## src/rtl/pipe_stage_elastic.sv

```systemverilog
// Elastic pipeline register: valid/ready handshake with a two-entry skid buffer,
// synchronous flush and a saturating back-pressure stall counter.
module pipe_stage_elastic #(
    parameter int unsigned DATA_W = 32,
    parameter int unsigned ADDR_W = 5,
    parameter int unsigned CTRL_W = 5,
    parameter int unsigned CNT_W  = 16
) (
    input  logic              clk_i,
    input  logic              rst_i,
    input  logic              flush_i,
    input  logic              in_valid_i,
    output logic              in_ready_o,
    input  logic [DATA_W-1:0] data_i,
    input  logic [ADDR_W-1:0] addr_i,
    input  logic [CTRL_W-1:0] ctrl_i,
    output logic              out_valid_o,
    input  logic              out_ready_i,
    output logic [DATA_W-1:0] data_o,
    output logic [ADDR_W-1:0] addr_o,
    output logic [CTRL_W-1:0] ctrl_o,
    output logic [CNT_W-1:0]  stall_cnt_o
);

    typedef struct packed {
        logic [DATA_W-1:0] data;
        logic [ADDR_W-1:0] addr;
        logic [CTRL_W-1:0] ctrl;
    } entry_t;

    typedef enum logic [1:0] {
        ST_EMPTY = 2'd0,
        ST_ONE   = 2'd1,
        ST_FULL  = 2'd2
    } state_e;

    localparam logic [CNT_W-1:0] STALL_MAX = '1;

    state_e           state_q, state_d;
    entry_t           main_q, main_d;
    entry_t           skid_q, skid_d;
    logic [CNT_W-1:0] stall_q, stall_d;
    entry_t           in_entry;
    logic             in_fire, out_fire;

    assign in_entry    = {data_i, addr_i, ctrl_i};
    // Handshake outputs decode the registered state only.
    assign in_ready_o  = (state_q != ST_FULL);
    assign out_valid_o = (state_q != ST_EMPTY);
    assign in_fire     = in_valid_i & in_ready_o;
    assign out_fire    = out_valid_o & out_ready_i;

    assign data_o      = main_q.data;
    assign addr_o      = main_q.addr;
    assign ctrl_o      = out_valid_o ? main_q.ctrl : '0;
    assign stall_cnt_o = stall_q;

    // State register and storage.
    always_ff @(posedge clk_i or negedge rst_i) begin
        if (!rst_i) begin
            state_q <= ST_EMPTY;
            main_q  <= '0;
            skid_q  <= '0;
            stall_q <= '0;
        end else begin
            state_q <= state_d;
            main_q  <= main_d;
            skid_q  <= skid_d;
            stall_q <= stall_d;
        end
    end

    // Next-state logic.
    always_comb begin
        state_d = state_q;
        main_d  = main_q;
        skid_d  = skid_q;
        stall_d = stall_q;

        if (out_valid_o && !out_ready_i && (stall_q != STALL_MAX)) begin
            stall_d = stall_q + CNT_W'(1);
        end

        if (flush_i) begin
            state_d = ST_EMPTY;
        end else begin
            case (state_q)
                ST_EMPTY: begin
                    if (in_fire) begin
                        state_d = ST_ONE;
                        main_d  = in_entry;
                    end
                end
                ST_ONE: begin
                    if (in_fire && out_fire) begin
                        main_d = in_entry;
                    end else if (in_fire) begin
                        state_d = ST_FULL;
                        skid_d  = in_entry;
                    end else if (out_fire) begin
                        state_d = ST_EMPTY;
                    end
                end
                ST_FULL: begin
                    if (out_fire) begin
                        state_d = ST_ONE;
                        main_d  = skid_q;
                    end
                end
                default: state_d = ST_EMPTY;
            endcase
        end
    end

endmodule

```

## config.mk

```make
export PLATFORM = sky130hd
export DESIGN_NAME = pipe_stage_elastic
export DESIGN_NICKNAME = d
export VERILOG_FILES = /design/src/rtl/pipe_stage_elastic.sv
export SDC_FILE = /design/constraint.sdc
export NUM_CORES = 1
export LEC_CHECK = 0
export ABC_AREA = 1
export CORE_ASPECT_RATIO = 0.5
export CORE_MARGIN = 2
export CORE_UTILIZATION = 45
export CTS_CLUSTER_SIZE = 40
export DETAILED_ROUTE_END_ITERATION = 10
export PLACE_DENSITY = 0.72
export SLEW_MARGIN = 20
export SYNTH_ARGS = -nofsm -noshare
export SYNTH_HDL_FRONTEND = slang
export SYNTH_SLANG_ARGS = --single-unit
```

## constraint.sdc

```tcl
create_clock -name clk_i -period 2.2 [get_ports clk_i]
set_input_delay 0.22 -clock clk_i [delete_from_list [all_inputs] [get_ports clk_i]]
set_output_delay 0.22 -clock clk_i [all_outputs]
set_load 0.02 [all_outputs]
```

==> results of run 1 <==
[layout by cell type (no fill, tap or decap)]
cell,instances
ha_1,1
buf_12,3
nand2_2,3
clkbuf_16,9
o21ai_2,18
dlygate4sd3_1,1
dfrtp_1,102
o21ai_1,16
clkdlybuf4s50_1,105
nor2_1,64
a21oi_1,42
bufinv_16,2
nand2_1,138
nor2_4,1
nor3b_4,1
inv_1,101
nand4_1,7
nand3_1,20
o21ai_0,62
nor2_2,2
inv_2,1
clkbuf_1,2
clkbuf_8,1
xor2_1,8
buf_4,5
clkinv_2,2
[layer usage]
metal | vias up | part of all wire
met4 | 0 | 0.015
li1 | 2098 | -
met1 | 1877 | 0.46
met5 | - | 0
met2 | 71 | 0.49
met3 | 15 | 0.039
[logic make-up after synthesis]
kind of cell | synth area share
fa+ha+maj | 0.00241
buf+inv | 0.163
compound gates | 0.146
simple gates | 0.184
flops | 0.491
xor+xnor | 0.0135
[stage by stage]
stage          cell area [um^2]   util  hold WS (ns)
6_report                   6400  0.575         0.412
3_3_place_gp               6070  0.546         0.257
5_1_grt                    6400  0.575         0.473
4_1_cts                    6400  0.575         0.428
2_1_floorplan              5200      -       -0.0756
3_5_place_dp               6070  0.546         0.252
[power breakdown]
group | internal (W) | leakage, nW | switching [W]
Sequential | 0.00238 | 1.21 | 0.000269
Combinational | 0.000785 | 1.73 | 0.000957
Clock | 0.00103 | 0.157 | 0.000663
[how the worst max path moves through the flow]
stage / startpoint / endpoint / slack, ns / cells after the start
2_1_floorplan: stall_cnt_o[0] / stall_cnt_o[13] / 0.52 / 9
3_3_place_gp: state_q[0] / data_o[4] / 0.42 / 6
3_5_place_dp: flush_i / skid_q[33] / 0.37 / 6
4_1_cts: state_q[0] / in_ready_o / 0.22 / 3
5_1_grt: state_q[0] / in_ready_o / 0.15 / 3
6_report: state_q[0] / in_ready_o / 0.25 / 3
[registers in the layout, indices dropped and copies added (netlist names)]
signal,flops
skid_q,42
data_o,32
stall_cnt_o,16
addr_o,5
main_q,5
state_q,2
[cell type report]
type | count | area (um^2) | area share
clock inverter | 4 | 70.1 | 0.0110
tap | 145 | 181 | 0.0284
multi-input combinational | 383 | 1800 | 0.282
inverter | 102 | 383 | 0.0599
timing repair buffer | 114 | 1160 | 0.181
sequential | 102 | 2550 | 0.399
clock buffer | 12 | 246 | 0.0385
[what timing repair did]
item	CTS	global route
endpoints found under the hold margin	41	0
endpoints found under the setup margin	0	0
hold buffers	1	0
[critical path, delay by kind of cell, from the launching register on]
kind / cells / cell delay, ns
buffers and inverters: 2 / 0.77
flip-flops: 1 / 0.46
AND/OR/NAND/NOR: 1 / 0.16
==> flow_summary_export.csv, run 1 <==
group,metric,value,unit
detailed_routing,vias,4061,
clock_tree,post_cts_buffers,0,
setup_path,rr_endpoint,"addr_o[3]",
clock_tree,path_clk_slew,0.07,ns
power,ir_drop,438,uV
detailed_routing,drc,0,
sta,clock_skew,0.00431,ns
sta,period_minus_slack,1.95,ns
clock_tree,cts_resized,0,
yosys,yosysSeqAreaShare,0.491,
finish,layout.nets,760,
sta,tightest_slew,0.652,ns
sta,max_freq,512,MHz
finish,stdcell_count,862,
floorplanning,die_w,156,um
placed_design,gp_congestion,0.829,
yosys,ys.flop_type,"dfrtp_1",
finish,layout-drive-gt1-share,0.0669,
yosys,yosysTopAreaCell,"dfrtp_1",
yosys,yosys-top-cells-area,"dfrtp_1 49%, nand2_1 10%, inv_1 7.3%",
setup_path,startpoint_type,"register",
sta,rsz0062_at_grt,"false",
sta,fin_ws,0.247,ns
finish,fillCellCount,1010,
grt,grt_util_met1,0.216,
clock_tree,cts_num_sinks,102,
grt,grt_overflow_total,0,
placed_design,dpl.hpwl,7.19,mm
yosys,synth-async-reset-ratio,1.00,
detailed_routing,drt_wl_total,10.4,mm
yosys,yosys_warnings,0,
floorplanning,rows,27,
sta,setup_viol,0,
worst_hold_path,hp-class,"primary input to async pin",
setup_path,arrival,1.73,ns
floorplanning,start_util,0.468,
floorplanning,io_pins,107,
yosys,postSynthCellCount,653,
yosys,synth_edf_count,0,
detailed_routing,post_drt_wl_per_cell,12.1,um
placed_design,pre_cts_ws,0.373,ns
grt,grt_pass1_vias,3790,
sta,fin_tns_setup,0,ns
setup_path,r2r_start,"state_q[0]",
clock_tree,clock_latency,0.34,ns
grt,antenna_found_initial,0,
finish,diodes,0,
setup_path,crit_slowest_cell,"clkdlybuf4s50_1",
run_status,status,"completed",
floorplanning,core_area,0.0111,mm^2
finish,area_delta_synth_final,23.0,%
sta,maxSlewViolCount,0,
yosys,syn_nets,701,
setup_path,cp.required,1.98,ns
yosys,ys_ff_latch,102,
setup_path,r2r_slack,0.41,ns
yosys,synth_most_common_cell,"nand2_1",
job,maxCapViolCount,0,
grt,grt_pass1_wl,17.3,mm
setup_path,cp_max_fo,9,
placed_design,place_inst,845,
clock_tree,htreeDepth,3,
power,pwr_density_cell,950,mW/mm^2
clock_tree,numCtsBuffers,9,
grt,gr-max-usage-layer,"met2",
yosys,yosysTopAreaCellShare,0.491,
detailed_routing,via_per_inst,4.71,
detailed_routing,drt_first_pass_iters,4,
setup_path,crit_path_end_kind,"primary output",
sta,finalCritPeriodShare,0.888,
clock_tree,clk_root_buffer_cell,"clkbuf_16",
clock_tree,clk_path_buf_depth,2,
setup_path,cpPeakStageDelay,0.68,ns
setup_path,reg2regPathDepth,6,
detailed_routing,ant_nets,0,
detailed_routing,drtIter0Drc,229,
yosys,synth_area,0.00520,mm^2
yosys,synthDistinctLibCells,22,
sta,relSlewSlack,0.565,
grt,grtUsageMet2,0.309,
yosys,synthTopCellsByCount,"138 x nand2_1, 102 x dfrtp_1, 101 x inv_1",
floorplanning,fp.dieH,80,um
setup_path,crit_chain,"inv_2 > nand2_2 > clkdlybuf4s50_1",
clock_tree,cts_tree,"built",
power,design_power_total,0.00607,W
power,leakage,3.10,nW
floorplanning,dieArea,0.0125,mm^2
grt,grt_start_max_net_pins,85,
placed_design,io_buffers,106,
sta,hold_violations,0,
grt,track_usage,0.176,
yosys,syn_area_per_cell,7.96,um^2
grt,grtUsageMet3,0.0472,
setup_path,worstSetupPathType,"register to primary output",
Note: power is estimated with default switching activity, not from simulation.
==> run 2: changes to the inputs <==
--- a/config.mk
+++ b/config.mk
@@ -9,10 +9,11 @@
 export CORE_ASPECT_RATIO = 0.5
 export CORE_MARGIN = 2
 export CORE_UTILIZATION = 45
+export CTS_CLUSTER_DIAMETER = 30
 export CTS_CLUSTER_SIZE = 40
 export DETAILED_ROUTE_END_ITERATION = 10
 export PLACE_DENSITY = 0.72
-export SLEW_MARGIN = 20
+export SLEW_MARGIN = 30
 export SYNTH_ARGS = -nofsm -noshare
 export SYNTH_HDL_FRONTEND = slang
 export SYNTH_SLANG_ARGS = --single-unit
==> results of run 2 <==
Final layout, timing and power as in run 1 (identical DEF).
==> run 3: changes to the inputs <==
--- a/config.mk
+++ b/config.mk
@@ -12,6 +12,7 @@
 export CTS_CLUSTER_DIAMETER = 30
 export CTS_CLUSTER_SIZE = 40
 export DETAILED_ROUTE_END_ITERATION = 10
+export GPL_ROUTABILITY_DRIVEN = 0
 export PLACE_DENSITY = 0.72
 export SLEW_MARGIN = 30
 export SYNTH_ARGS = -nofsm -noshare
==> flow_summary_export.csv, run 3 (same netlist as run 1, synthesis figures left out) <==
group,metric,value,unit
run_status,status,"completed",
detailed_routing,drc,0,
detailed_routing,vias,4083,
placed_design,dpl.hpwl,7.29,mm
setup_path,r2r_slack,0.36,ns
finish,mostFrequentLayoutCells,"138 x nand2_1, 105 x clkdlybuf4s50_1, 102 x dfrtp_1",
finish,layout-drive-gt1-share,0.0697,
finish,top_register,"skid_q",
sta,hold_ws,0.370,ns
setup_path,cpPeakStageDelay,0.67,ns
floorplanning,io_pins,107,
worst_hold_path,hp-class,"primary input to async pin",
sta,rsz0062_at_grt,"false",
detailed_routing,via_per_inst,4.74,
detailed_routing,drt_first_pass_iters,4,
setup_path,cp.required,1.98,ns
power,leakage,3.08,nW
setup_path,arrival,1.73,ns
clock_tree,cts_num_sinks,102,
job,maxCapViolCount,0,
clock_tree,clk_path_buf_depth,2,
detailed_routing,drt_wl_total,10.4,mm
power,pwr_density_cell,941,mW/mm^2
grt,track_usage,0.176,
placed_design,place_inst,845,
clock_tree,cts_tree,"built",
placed_design,io_buffers,106,
floorplanning,fp.dieH,80,um
sta,period_minus_slack,1.95,ns
setup_path,crit_slowest_cell,"clkdlybuf4s50_1",
floorplanning,rows,27,
finish,fin_area,0.00639,mm^2
finish,layout.nets,760,
clock_tree,numCtsBuffers,9,
sta,max_freq,513,MHz
finish,area_delta_synth_final,22.9,%
floorplanning,core_area,0.0111,mm^2
sta,maxSlewViolCount,0,
detailed_routing,post_drt_wl_per_cell,12.1,um
grt,grt_overflow_total,0,
setup_path,crit_chain,"inv_2 > nand2_2 > clkdlybuf4s50_1",
finish,diodes,0,
setup_path,crit_path_end_kind,"primary output",
grt,grt_start_max_net_pins,85,
sta,fin_tns_setup,0,ns
setup_path,rr_endpoint,"addr_o[0]",
finish,largest_register_ff_count,42,
floorplanning,dieArea,0.0125,mm^2
clock_tree,htreeDepth,3,
setup_path,startpoint_type,"register",
sta,finalCritPeriodShare,0.887,
power,ir_drop,487,uV
grt,grt_pass1_wl,17.5,mm
grt,antenna_found_initial,0,
grt,grt_pass1_vias,3860,
clock_tree,path_clk_slew,0.07,ns
placed_design,postPlaceCellArea,0.00607,mm^2
sta,hold_violations,0,
setup_path,reg2regPathDepth,7,
detailed_routing,drtIter0Drc,139,
sta,clock_skew,0.0109,ns
clock_tree,clock_latency,0.34,ns
floorplanning,start_util,0.468,
finish,utilization,0.575,
finish,fillCellCount,994,
floorplanning,die_w,156,um
setup_path,cp_max_fo,9,
clock_tree,clk_root_buffer_cell,"clkbuf_16",
sta,relSlewSlack,0.563,
finish,stdcell_count,862,
sta,tightest_slew,0.655,ns
setup_path,worstSetupPathType,"register to primary output",
setup_path,r2r_start,"state_q[0]",
sta,setup_viol,0,
detailed_routing,ant_nets,0,
finish,final_common_cell,"nand2_1",
run 3: changes by cell type in the layout (fill, tap and decap cells not counted):
cell	delta
bufinv_16	-1
clkbuf_1	-2
clkinv_2	-1
clkinvlp_4	+3
inv_8	+1
run 3: timing repair:
action / CTS / global route
buffers inserted: 0 / 0
hold buffers: 1 / 0
hold endpoints to repair: 32 / 0
gates resized for setup: 0 / 0
endpoints found under the setup margin: 0 / 0
run 3: area by class of cell:
| cell class | count | area, um^2 | share of cell area |
|---|---|---|---|
| Clock buffer | 10 | 239 | 0.0374 |
| Tap cell | 145 | 181 | 0.0284 |
| Multi-Input combinational cell | 383 | 1800 | 0.282 |
| Inverter | 102 | 383 | 0.0599 |
| Clock inverter | 6 | 68.8 | 0.0108 |
| Timing Repair Buffer | 114 | 1160 | 0.181 |
| Sequential cell | 102 | 2550 | 0.400 |
run 3: metrics by stage:
stage / setup slack [ns] / total power, W
finish: 0.249 / 0.00601
global route: 0.177 / 0.00641
CTS: 0.240 / 0.00609
detailed placement: 0.358 / 0.00444
global placement: 0.402 / 0.00438
floorplan: 0.519 / 0.00387
run 3: power by group:
part / total [W] / switching, W / internal (W)
logic: 0.00175 / 0.000961 / 0.000788
clock network: 0.00162 / 0.000697 / 0.000919
registers: 0.00265 / 0.000269 / 0.00238
total: 0.00601 / 0.00193 / 0.00408
run 3: worst max path at each step:
stage                   start               to  slack (ns)  cells past startpoint
2_1_floorplan  stall_cnt_o[0]  stall_cnt_o[13]        0.52                      9
3_3_place_gp          flush_i        skid_q[5]        0.40                      6
3_5_place_dp          flush_i       skid_q[36]        0.36                      6
4_1_cts            state_q[0]       in_ready_o        0.24                      3
5_1_grt            state_q[0]       in_ready_o        0.18                      3
6_report           state_q[0]       in_ready_o        0.25                      3
run 3: routing by layer:
| layer | track usage | vias to the layer above | wire, um |
|---|---|---|---|
| met4 | 0.0358 | 0 | 91 |
| met3 | 0.0494 | 12 | 434 |
| li1 | - | 2101 | - |
| met2 | 0.325 | 81 | 5330 |
| met1 | 0.208 | 1889 | 4580 |
| met5 | 0 | - | 0 |
run 3: critical path, delay by kind of cell (launching register included):
kind / cells / cell delay, ns
flip-flops: 1 / 0.47
buffers and inverters: 2 / 0.76
AND/OR/NAND/NOR: 1 / 0.17
